<file path="config.mk">
export PLATFORM = sky130hd
export DESIGN_NAME = byte_data_memory_flat
export DESIGN_NICKNAME = d
export VERILOG_FILES = /design/src/rtl/byte_data_memory_pkg.sv /design/src/rtl/byte_data_memory_if.sv /design/src/rtl/byte_data_memory_lane_align.sv /design/src/rtl/byte_data_memory.sv /design/src/flat_wrapper.sv
export SDC_FILE = /design/constraint.sdc
export NUM_CORES = 1
export LEC_CHECK = 0
export CAP_MARGIN = 0
export CORE_MARGIN = 2
export CORE_UTILIZATION = 59
export CTS_CLUSTER_SIZE = 25
export DETAILED_ROUTE_END_ITERATION = 6
export GPL_ROUTABILITY_DRIVEN = 1
export HOLD_SLACK_MARGIN = 0.02
export PLACE_DENSITY = 0.92
export SLEW_MARGIN = 40
export SYNTH_ARGS = -nofsm -noshare
export SYNTH_HDL_FRONTEND = slang
export SYNTH_SLANG_ARGS = --single-unit
</file>
<file path="constraint.sdc">
create_clock -name clk_i -period 4.7 [get_ports clk_i]
set_clock_uncertainty 0.15 [all_clocks]
set_input_delay 0.94 -clock clk_i [delete_from_list [all_inputs] [get_ports clk_i]]
set_output_delay 0.94 -clock clk_i [all_outputs]
set_load 0.02 [all_outputs]
</file>
<file path="src/rtl/byte_data_memory_pkg.sv">
// data_memory_pkg: shared size encodings, FSM states and counter width for byte_data_memory
package data_memory_pkg;
  localparam int LAT_W = 4;
  localparam logic [1:0] SIZE_B = 2'b00;
  localparam logic [1:0] SIZE_H = 2'b01;
  localparam logic [1:0] SIZE_W = 2'b10;
  typedef enum logic [1:0] {IDLE, BUSY, RESP} state_t;
endpackage

</file>
<file path="src/rtl/byte_data_memory_if.sv">
// byte_data_memory_if: request/acknowledge bus between the MEM stage and the data memory
interface byte_data_memory_if;
  logic        req_i;
  logic        we_i;
  logic [1:0]  size_i;
  logic        unsigned_i;
  logic [31:0] addr_i;
  logic [31:0] data_i;
  logic        ready_o;
  logic        ack_o;
  logic [31:0] data_o;
  logic        err_o;
  modport master(output req_i, we_i, size_i, unsigned_i, addr_i, data_i, input ready_o, ack_o, data_o, err_o);
  modport slave(input req_i, we_i, size_i, unsigned_i, addr_i, data_i, output ready_o, ack_o, data_o, err_o);
endinterface

</file>
<file path="src/rtl/byte_data_memory_lane_align.sv">
// byte_lane_align: little-endian lane steering for stores and extraction/extension for loads
module byte_lane_align
  import data_memory_pkg::*;
(
  input  logic [1:0]  size,
  input  logic [1:0]  addr,
  input  logic        uns,
  input  logic [31:0] wdata,
  input  logic [31:0] rword,
  output logic [3:0]  strb,
  output logic [31:0] wlane,
  output logic [31:0] rdata
);
  logic [4:0]  sh;
  logic [31:0] rs;
  assign sh    = {addr, 3'b000};
  assign rs    = rword >> sh;
  assign wlane = wdata << sh;
  assign strb  = size == SIZE_B ? 4'b0001 << addr :
                 size == SIZE_H ? 4'b0011 << addr :
                 size == SIZE_W ? 4'b1111 : 4'b0000;
  assign rdata = size == SIZE_B ? {{24{~uns & rs[7]}}, rs[7:0]} :
                 size == SIZE_H ? {{16{~uns & rs[15]}}, rs[15:0]} : rs;
endmodule

</file>
<file path="src/rtl/byte_data_memory.sv">
// byte_data_memory: byte-addressable little-endian data memory with req/ack handshake and fixed latency
module byte_data_memory
  import data_memory_pkg::*;
#(
  parameter int DEPTH_BYTES = 32,
  parameter int LATENCY     = 1
) (
  input logic              clk_i,
  input logic              rst_i,
  byte_data_memory_if.slave bus
);
  localparam int AW = $clog2(DEPTH_BYTES);
  state_t             state, state_n;
  logic [LAT_W-1:0]   cnt;
  logic               we_r, uns_r;
  logic [1:0]         size_r;
  logic [31:0]        addr_r, wdata_r;
  logic [7:0]         mem [0:DEPTH_BYTES-1];
  logic [31:0]        rword, wlane, rdata;
  logic [3:0]         strb;
  logic               accept, done, err;
  assign bus.ready_o = state != BUSY;
  assign accept      = bus.req_i && bus.ready_o;
  assign done        = state == BUSY && cnt == '0;
  assign err         = size_r == 2'b11 || (size_r == SIZE_H && addr_r[0]) ||
                       (size_r == SIZE_W && |addr_r[1:0]) || addr_r >= 32'(DEPTH_BYTES);
  for (genvar i = 0; i < 4; i++) begin : g_rd
    assign rword[8*i +: 8] = mem[{addr_r[AW-1:2], 2'(i)}];
  end
  byte_lane_align u_align (
    .size  (size_r),
    .addr  (addr_r[1:0]),
    .uns   (uns_r),
    .wdata (wdata_r),
    .rword (rword),
    .strb  (strb),
    .wlane (wlane),
    .rdata (rdata)
  );
  always_comb begin
    state_n = accept ? BUSY : state == BUSY ? (cnt == '0 ? RESP : BUSY) : IDLE;
  end
  always_ff @(posedge clk_i or negedge rst_i) begin
    if (!rst_i) begin
      state      <= IDLE;
      cnt        <= '0;
      we_r       <= 1'b0;
      uns_r      <= 1'b0;
      size_r     <= SIZE_B;
      addr_r     <= '0;
      wdata_r    <= '0;
      bus.ack_o  <= 1'b0;
      bus.data_o <= '0;
      bus.err_o  <= 1'b0;
    end else begin
      state     <= state_n;
      cnt       <= accept ? LAT_W'(LATENCY - 1) : state == BUSY ? cnt - 1'b1 : cnt;
      bus.ack_o <= done;
      bus.err_o <= done && err;
      if (done) bus.data_o <= (err || we_r) ? '0 : rdata;
      if (accept) begin
        we_r    <= bus.we_i;
        uns_r   <= bus.unsigned_i;
        size_r  <= bus.size_i;
        addr_r  <= bus.addr_i;
        wdata_r <= bus.data_i;
      end
    end
  end
  // Memory has no reset; an aborting reset forces IDLE so done can never fire under it.
  always_ff @(posedge clk_i) begin
    for (int i = 0; i < 4; i++)
      if (rst_i && done && we_r && !err && strb[i]) mem[{addr_r[AW-1:2], 2'(i)}] <= wlane[8*i +: 8];
  end
endmodule

</file>
<file path="src/flat_wrapper.sv">
// flat-port wrapper written by rule: the top's interface ports become plain ports
module byte_data_memory_flat import data_memory_pkg::*;
#(
  parameter int DEPTH_BYTES = 32,
  parameter int LATENCY     = 1
)
  (clk_i, rst_i, bus_req_i, bus_we_i, bus_size_i, bus_unsigned_i, bus_addr_i, bus_data_i, bus_ready_o, bus_ack_o, bus_data_o, bus_err_o);
  byte_data_memory_if bus_i ();
  input logic clk_i;
  input logic rst_i;
  input wire logic [$bits(bus_i.req_i)-1:0] bus_req_i;
  input wire logic [$bits(bus_i.we_i)-1:0] bus_we_i;
  input wire logic [$bits(bus_i.size_i)-1:0] bus_size_i;
  input wire logic [$bits(bus_i.unsigned_i)-1:0] bus_unsigned_i;
  input wire logic [$bits(bus_i.addr_i)-1:0] bus_addr_i;
  input wire logic [$bits(bus_i.data_i)-1:0] bus_data_i;
  output wire logic [$bits(bus_i.ready_o)-1:0] bus_ready_o;
  output wire logic [$bits(bus_i.ack_o)-1:0] bus_ack_o;
  output wire logic [$bits(bus_i.data_o)-1:0] bus_data_o;
  output wire logic [$bits(bus_i.err_o)-1:0] bus_err_o;
  assign bus_i.req_i = bus_req_i;
  assign bus_i.we_i = bus_we_i;
  assign bus_i.size_i = bus_size_i;
  assign bus_i.unsigned_i = bus_unsigned_i;
  assign bus_i.addr_i = bus_addr_i;
  assign bus_i.data_i = bus_data_i;
  assign bus_ready_o = bus_i.ready_o;
  assign bus_ack_o = bus_i.ack_o;
  assign bus_data_o = bus_i.data_o;
  assign bus_err_o = bus_i.err_o;
  byte_data_memory #(.DEPTH_BYTES(DEPTH_BYTES), .LATENCY(LATENCY)) u_core (.clk_i(clk_i), .rst_i(rst_i), .bus(bus_i));
endmodule
</file>
[After elaboration in Yosys (flattened, before gate mapping)]
Memory sizes are Yosys's and may differ from the RTL's.
Cells that the tools add are included.
Word-level totals
  register bits: 108
  memory bits (writable): 256
  output and inout bits: 35
  word-level logic and storage cells: 65
  memories kept: 1
Memory list
  u_core.mem: depth 32, width 8, rd ports 4, clocked after memory_dff 0, write ports 4, line byte_data_memory.sv:18  | logic [7:0] mem [0:DEPTH_BYTES-1];
Cells by class
  add/subtract/negate cells: 1
  magnitude comparators: 1
  equal/unequal tests: 5
  shift-type cells: 4
  mux-type cells: 19
  bitwise logic cells: 3
  reductions and logical operators: 21
Operators with widths (count)
  32-bit 2-to-1 mux: 3
  32-bit by 6-bit greater-or-equal comparator with 1-bit output (second input constant): 1
  32-bit by 5-bit << shifter with 32-bit output: 1
  32-bit by 5-bit right shift with 32-bit output: 1
  4-bit 2-to-1 mux: 5
  1-bit logical AND: 12
  1-bit 2-to-1 mux: 8
  2-bit 2-to-1 mux: 3
  2-bit by 1-bit equality test with 1-bit output (second input constant): 2
  2-bit equality test (second input constant): 2
  4-bit zero test: 1
  1-bit logical OR: 4
  1-bit by 2-bit << shifter with 4-bit output (first input constant): 1
  2-bit by 2-bit << shifter with 4-bit output (first input constant): 1
  4-bit by 1-bit subtractor with 4-bit output (second input constant): 1
  1-bit bitwise AND: 2
  2-bit zero test: 1
  2-bit by 1-bit inequality test with 1-bit output (second input constant): 1
  2-bit nonzero test: 1
  2-bit OR reduction: 1
  1-bit zero test: 1
  1-bit inverter: 1

[Depth between registers and ports, before layout]
  word-level depth: 10
  mapped depth: 11
  gate-level depth less buffers: 8

[By module]
From an unflattened synthesis, not the netlist that was laid out.
Second synthesis, totals
  cell total of the unflattened synthesis: 1123
  area total of the unflattened synthesis: 16062.9 sq um
By module, submodules not included
  byte_data_memory: instances 1, cells an instance 903, area each 14561.5 sq um, seq. area each 10390.0 sq um
  byte_lane_align: instances 1, cells an instance 220, area each 1501.4 sq um, seq. area each 0.0 sq um

[Worst setup path before layout]
OpenSTA, ideal clock, no wires.
  path kind: register to register
  start point: register u_core.addr_r[0]
  end point: memory u_core.mem[7][0], in the netlist u_core.mem[1][24], enable pin
  library setup time: 0.383 ns
  data arrival time: 2.812 ns
  data required time: 4.167 ns
  path slack: 1.354 ns
  stages on the path, launching flop included: 11
  buffers on the path: 2
  clock period less this slack: 3.346 ns
  cell sequence: dfrtp_1 > clkbuf_1 > inv_1 > clkbuf_1 > ha_1 > or3b_2 > o2111ai_1 > nor3_2 > and3_1 > o221ai_1 > nor3_1
RTL lines
  from (decl): line byte_data_memory.sv:17  | logic [31:0] addr_r, wdata_r;
  from (signal assigned): line byte_data_memory.sv:65  | addr_r <= bus.addr_i;
  to (decl): line byte_data_memory.sv:18

[Worst setup path in the final report]
  start point: register u_core.addr_r[4]
  end point: register u_core.bus.data_o[11]
On the way
  word-level cells in the longest chain between the ends: 5
  elaborated cells between the ends (all ways): 9
  classes of those cells: order compare: 1; shift: 1; mux: 3; bitwise: 1; reduce/logical: 2; memory: 1
Ends and longest elaborated chain
  memory 32 x 8 bit
  32-bit by 5-bit right shift with 32-bit output: line byte_data_memory_lane_align.sv:17  | assign rs = rword >> sh;
  32-bit 2-to-1 mux / 1-bit bitwise AND (equally long branches): line byte_data_memory_lane_align.sv:23, byte_data_memory_lane_align.sv:22
  32-bit 2-to-1 mux: line byte_data_memory_lane_align.sv:22  | assign rdata = size == SIZE_B ? {{24{~uns & rs[7]}}, rs[7:0]} :
  32-bit 2-to-1 mux (*): line byte_data_memory.sv:60  | if (done) bus.data_o <= (err || we_r) ? '0 : rdata;
  to (signal assigned): line byte_data_memory.sv:60
  to (decl): line byte_data_memory_if.sv:14  | modport slave(input req_i, we_i, size_i, unsigned_i, addr_i, data_i, output ready_o, ack_o, data_o, err_o);
Every way passes the cells marked *; elsewhere a longest branch is shown, timed or not.
A chain may end at the register's enable or synchronous reset.

==> key figures <==
Status
  • Status: finished with violations
  • Violations in the final reports: design-rule violations

Die
  • Horizontal die dimension: 165.4 µm
  • Standard-cell row count: 59
  • Die height: 165.4 µm
  • Number of top-level pins: 106
  • Floorplan core area: 25840 µm²
  • Overall die area: 27360 µm²
  • Initial Util: 59.48%

Clock network
  • Clock net sink count: 364
  • CTS tree: yes
  • Longest Clk Path Bufs: 3
  • Clock slew seen by the registers of the worst setup and hold paths: 0.07 ns
  • Clk Tree Root Cell: sky130_fd_sc_hd__clkbuf_16
  • Number of buffers created by CTS: 35
  • Hold bufs inserted after CTS: 0
  • Post-CTS repair timing setup buffer count: 0
  • Total number of H-tree levels: 2
  • Number of resized instances in the post-cts repair step: 0
  • Clock latency on the worst-skew pair: 0.54 ns

Logic synthesis
  • Syn Nets: 1090
  • Mean post-synth cell area: 15.17 µm²
  • Primary flip-flop cell chosen by synthesis mapping: sky130_fd_sc_hd__edfxtp_1
  • Number of enable-type register cells in the synthesized netlist: 256
  • Count of distinct cell types in the synthesized netlist: 61
  • FF+latch count, synth: 364
  • Synthesized cell area: 15370 µm²
  • Count of warnings emitted by yosys: 0
  • Portion of the post-synthesis area used by sequential elements: 67.61%
  • Async S/R FF share, synth: 29.67%
  • Syn Inst Count: 1013

Timing
  • Setup repair after global routing missed its margin: no
  • Final number of setup-violating endpoints: 0
  • Final worst hold slack: 0.2008 ns
  • Count of final max-slew check failures: 0
  • Post-layout worst setup margin: 1.094 ns
  • Transition at the pin with the smallest max-transition slack: 0.9383 ns
  • Max Freq: 0.2773 GHz
  • Fin crit period: 3.606 ns
  • Count of endpoints failing hold in the final timing report: 0
  • Relative max-transition margin: 36.63%
  • Setup tns final: 0 ns
  • Crit share post-route: 76.72%

Worst setup path
  • Worst Setup Path Type: flip-flop to flip-flop
  • Type of element capturing the critical path: flip-flop
  • Endpoint of the worst-slack reg-to-reg timing path: u_core.bus.data_o[11]$_DFFE_PN0P_
  • Worst setup slack for register-to-register paths: 1.09 ns
  • Launch instance of the worst register-to-register path: u_core.addr_r[4]$_DFFE_PN0P_
  • Largest driver fanout on the critical path: 44
  • Worst Path Arrival: 3.85 ns
  • Required @ worst endpoint: 4.94 ns
  • Startpoint type of the worst setup path: flip-flop
  • Logic depth of the worst register-to-register path: 7

Pwr
  • Peak supply drop: 0.5320 mV
  • Switching Fraction: 38.50%
  • Clk network pwr share: 23.3%
  • Share of power burned in combinational logic: 37.1%
  • Net switching power: 4.663 mW
  • Reg power frac: 39.7%
  • Internal power: 7.450 mW
  • Total power: 12.11 mW
  • Total power divided by cell area: 676.0 nW/µm²
  • Leakage power: 6.359 nW

Finish
  • Final Non-Filler Cells: 1476
  • Post-layout util: 69.36%
  • Leading cell type in the layout, fill and taps excluded: sky130_fd_sc_hd__edfxtp_1
  • Layout overhead on the synthesized area: 16.60%
  • Layout cells sized above 1: 20.19%
  • Total Nets Final: 1190
  • Fin area: 17920 µm²
  • Most used cells in the layout excluding fill and tap cells: 256 x sky130_fd_sc_hd__edfxtp_1, 104 x sky130_fd_sc_hd__clkdlybuf4s50_1, 103 x sky130_fd_sc_hd__dfrtp_1, 92 x sky130_fd_sc_hd__mux2_2, 82 x sky130_fd_sc_hd__nand2_1

Flow run
  • Count of max-cap constraint violations: 0

Global route
  • Number of global-route vias before repair: 9910
  • GR Overflow Total: 0
  • Antenna violations before repair: 0
  • Wire length of the first global-routing pass: 61.47 mm
  • Maximum number of pins on one net before global-route repair: 81
  • All-layer global routing usage: 30.91%

Place
  • Routability congestion estimate: 0.9684
  • Cell area after placement: 16700 µm²
  • Sum of net half-perimeters after detailed placement: 27.88 mm
  • Count of buffers inserted at the top-level ports: 105
  • Post-place setup slack: 1.271 ns
  • Count of placed standard cells including taps: 1409

Detailed routing
  • Iteration count of the initial detailed-routing pass: 7
  • Remaining design rule violation count: 9
  • Average wire per standard cell: 28.74 µm
  • Vias post-DR: 10.17k
  • Mean number of vias per cell: 6.890
  • Sum of routed wire length over all layers: 42.43 mm
  • Count of routing violations after the opening detailed-route iteration: 1841
  • Remaining antenna violation count after routing: 0

Hold path
  • Type of the worst min-delay path: input port to asynchronous set/reset pin
==> flip-flops by register name, summed over array words and instances, names as in the netlist <==
| register | cells |
|---|---|
| u_core.mem | 256 |
| u_core.addr_r | 32 |
| u_core.bus.data_o | 32 |
| u_core.wdata_r | 32 |
| u_core.cnt | 4 |
| u_core.size_r | 2 |
| u_core.state | 2 |
| u_core.bus.ack_o | 1 |
| u_core.bus.err_o | 1 |
| u_core.uns_r | 1 |
| u_core.we_r | 1 |
==> power groups by stage <==
stage / Sequential, mW / Combinational [mW] / Clock, mW
finish: 4.81 / 4.49 / 2.82
global route: 4.83 / 4.63 / 2.94
CTS: 4.77 / 4.26 / 2.81
detailed placement: 4.83 / 4.19 / 0
global placement: 4.86 / 3.92 / 0
floorplan: 4.49 / 3.01 / 0
==> per-layer routing <==
metal / track usage [%] / routed length, µm / up-vias
met5: 0 / 0 / -
met4: 13.68 / 2239 / 0
met3: 8.442 / 4993 / 190
met2: 49.34 / 20320 / 810
met1: 40.14 / 14870 / 5026
li1: - / - / 4143
==> worst max-delay path by stage <==
stage | from | endpoint | slack [ns] | cells past startpoint
after floorplan | u_core.addr_r[0]$_DFFE_PN0P_ | u_core.mem[1][24]$_DFFE_PP_ | 1.35 | 10
after global placement | u_core.addr_r[4]$_DFFE_PN0P_ | u_core.bus.data_o[16]$_DFFE_PN0P_ | 1.10 | 6
after detailed placement | rst_i | u_core.mem[0][26]$_DFFE_PP_ | 1.27 | 5
after CTS | u_core.addr_r[1]$_DFFE_PN0P_ | u_core.mem[2][20]$_DFFE_PP_ | 1.20 | 9
after global routing | u_core.addr_r[1]$_DFFE_PN0P_ | u_core.mem[0][16]$_DFFE_PP_ | 0.96 | 9
final | u_core.addr_r[4]$_DFFE_PN0P_ | u_core.bus.data_o[11]$_DFFE_PN0P_ | 1.09 | 7
==> Yosys cell counts (8+ instances only) <==
cell | n | share of area, %
sky130_fd_sc_hd__nor3_1 | 15 | 0.49
sky130_fd_sc_hd__nand2_1 | 83 | 2.0
sky130_fd_sc_hd__mux2_2 | 92 | 6.7
sky130_fd_sc_hd__mux2i_1 | 44 | 2.9
sky130_fd_sc_hd__a21oi_1 | 23 | 0.75
sky130_fd_sc_hd__buf_4 | 11 | 0.54
sky130_fd_sc_hd__buf_1 | 12 | 0.29
sky130_fd_sc_hd__o21ai_0 | 23 | 0.75
sky130_fd_sc_hd__o221ai_1 | 14 | 0.80
sky130_fd_sc_hd__o22ai_1 | 13 | 0.53
sky130_fd_sc_hd__mux4_2 | 24 | 3.5
sky130_fd_sc_hd__a221oi_1 | 19 | 1.1
sky130_fd_sc_hd__clkbuf_1 | 21 | 0.51
sky130_fd_sc_hd__edfxtp_1 | 256 | 50
sky130_fd_sc_hd__o31ai_1 | 15 | 0.73
sky130_fd_sc_hd__nor2b_1 | 15 | 0.61
sky130_fd_sc_hd__o31ai_2 | 10 | 0.81
sky130_fd_sc_hd__dfrtp_1 | 108 | 18
sky130_fd_sc_hd__inv_1 | 11 | 0.27
sky130_fd_sc_hd__buf_2 | 9 | 0.29
sky130_fd_sc_hd__a22oi_1 | 11 | 0.54
sky130_fd_sc_hd__and2_1 | 12 | 0.49
sky130_fd_sc_hd__buf_6 | 8 | 0.59
sky130_fd_sc_hd__nor2_1 | 57 | 1.4
sky130_fd_sc_hd__a211oi_1 | 17 | 0.83
==> cell families (layout without fill, tap and decap cells) <==
| group | count (synthesis) | after routing | synth area share, % |
|---|---|---|---|
| xor gates and xnor gates | 1 | 1 | 0.05700 |
| muxes | 160 | 160 | 13.12 |
| buffers and inverters | 73 | 199 | 2.516 |
| AOI/OAI and AO/OA | 195 | 195 | 9.770 |
| adders and majority gates | 6 | 6 | 0.4885 |
| other | 0 | 2 | 0 |
| DFF | 364 | 364 | 67.61 |
| and+or+nand+nor | 214 | 214 | 6.440 |
==> worst max-delay path, cell delays in order (launching register included) <==
cell                       delay, ns
sky130_fd_sc_hd__dfrtp_4        0.67
sky130_fd_sc_hd__buf_12         0.29
sky130_fd_sc_hd__nand2b_1       0.43
sky130_fd_sc_hd__o22ai_1        0.23
sky130_fd_sc_hd__a221o_1        0.42
sky130_fd_sc_hd__a22oi_1        0.52
sky130_fd_sc_hd__a31oi_2        0.33
sky130_fd_sc_hd__o31ai_1        0.40
==> final cells by class <==
class                           count  area, µm²
Antenna cell                        2      5.005
Clock buffer                       52       1023
Clock inverter                     11      116.4
Fill cell                        1500       7918
Inverter                           12      45.04
Multi-Input combinational cell    576       4684
Sequential cell                   364      10400
Tap cell                          335      419.2
Timing Repair Buffer              124       1225
Power figures use the tool's default switching activity.
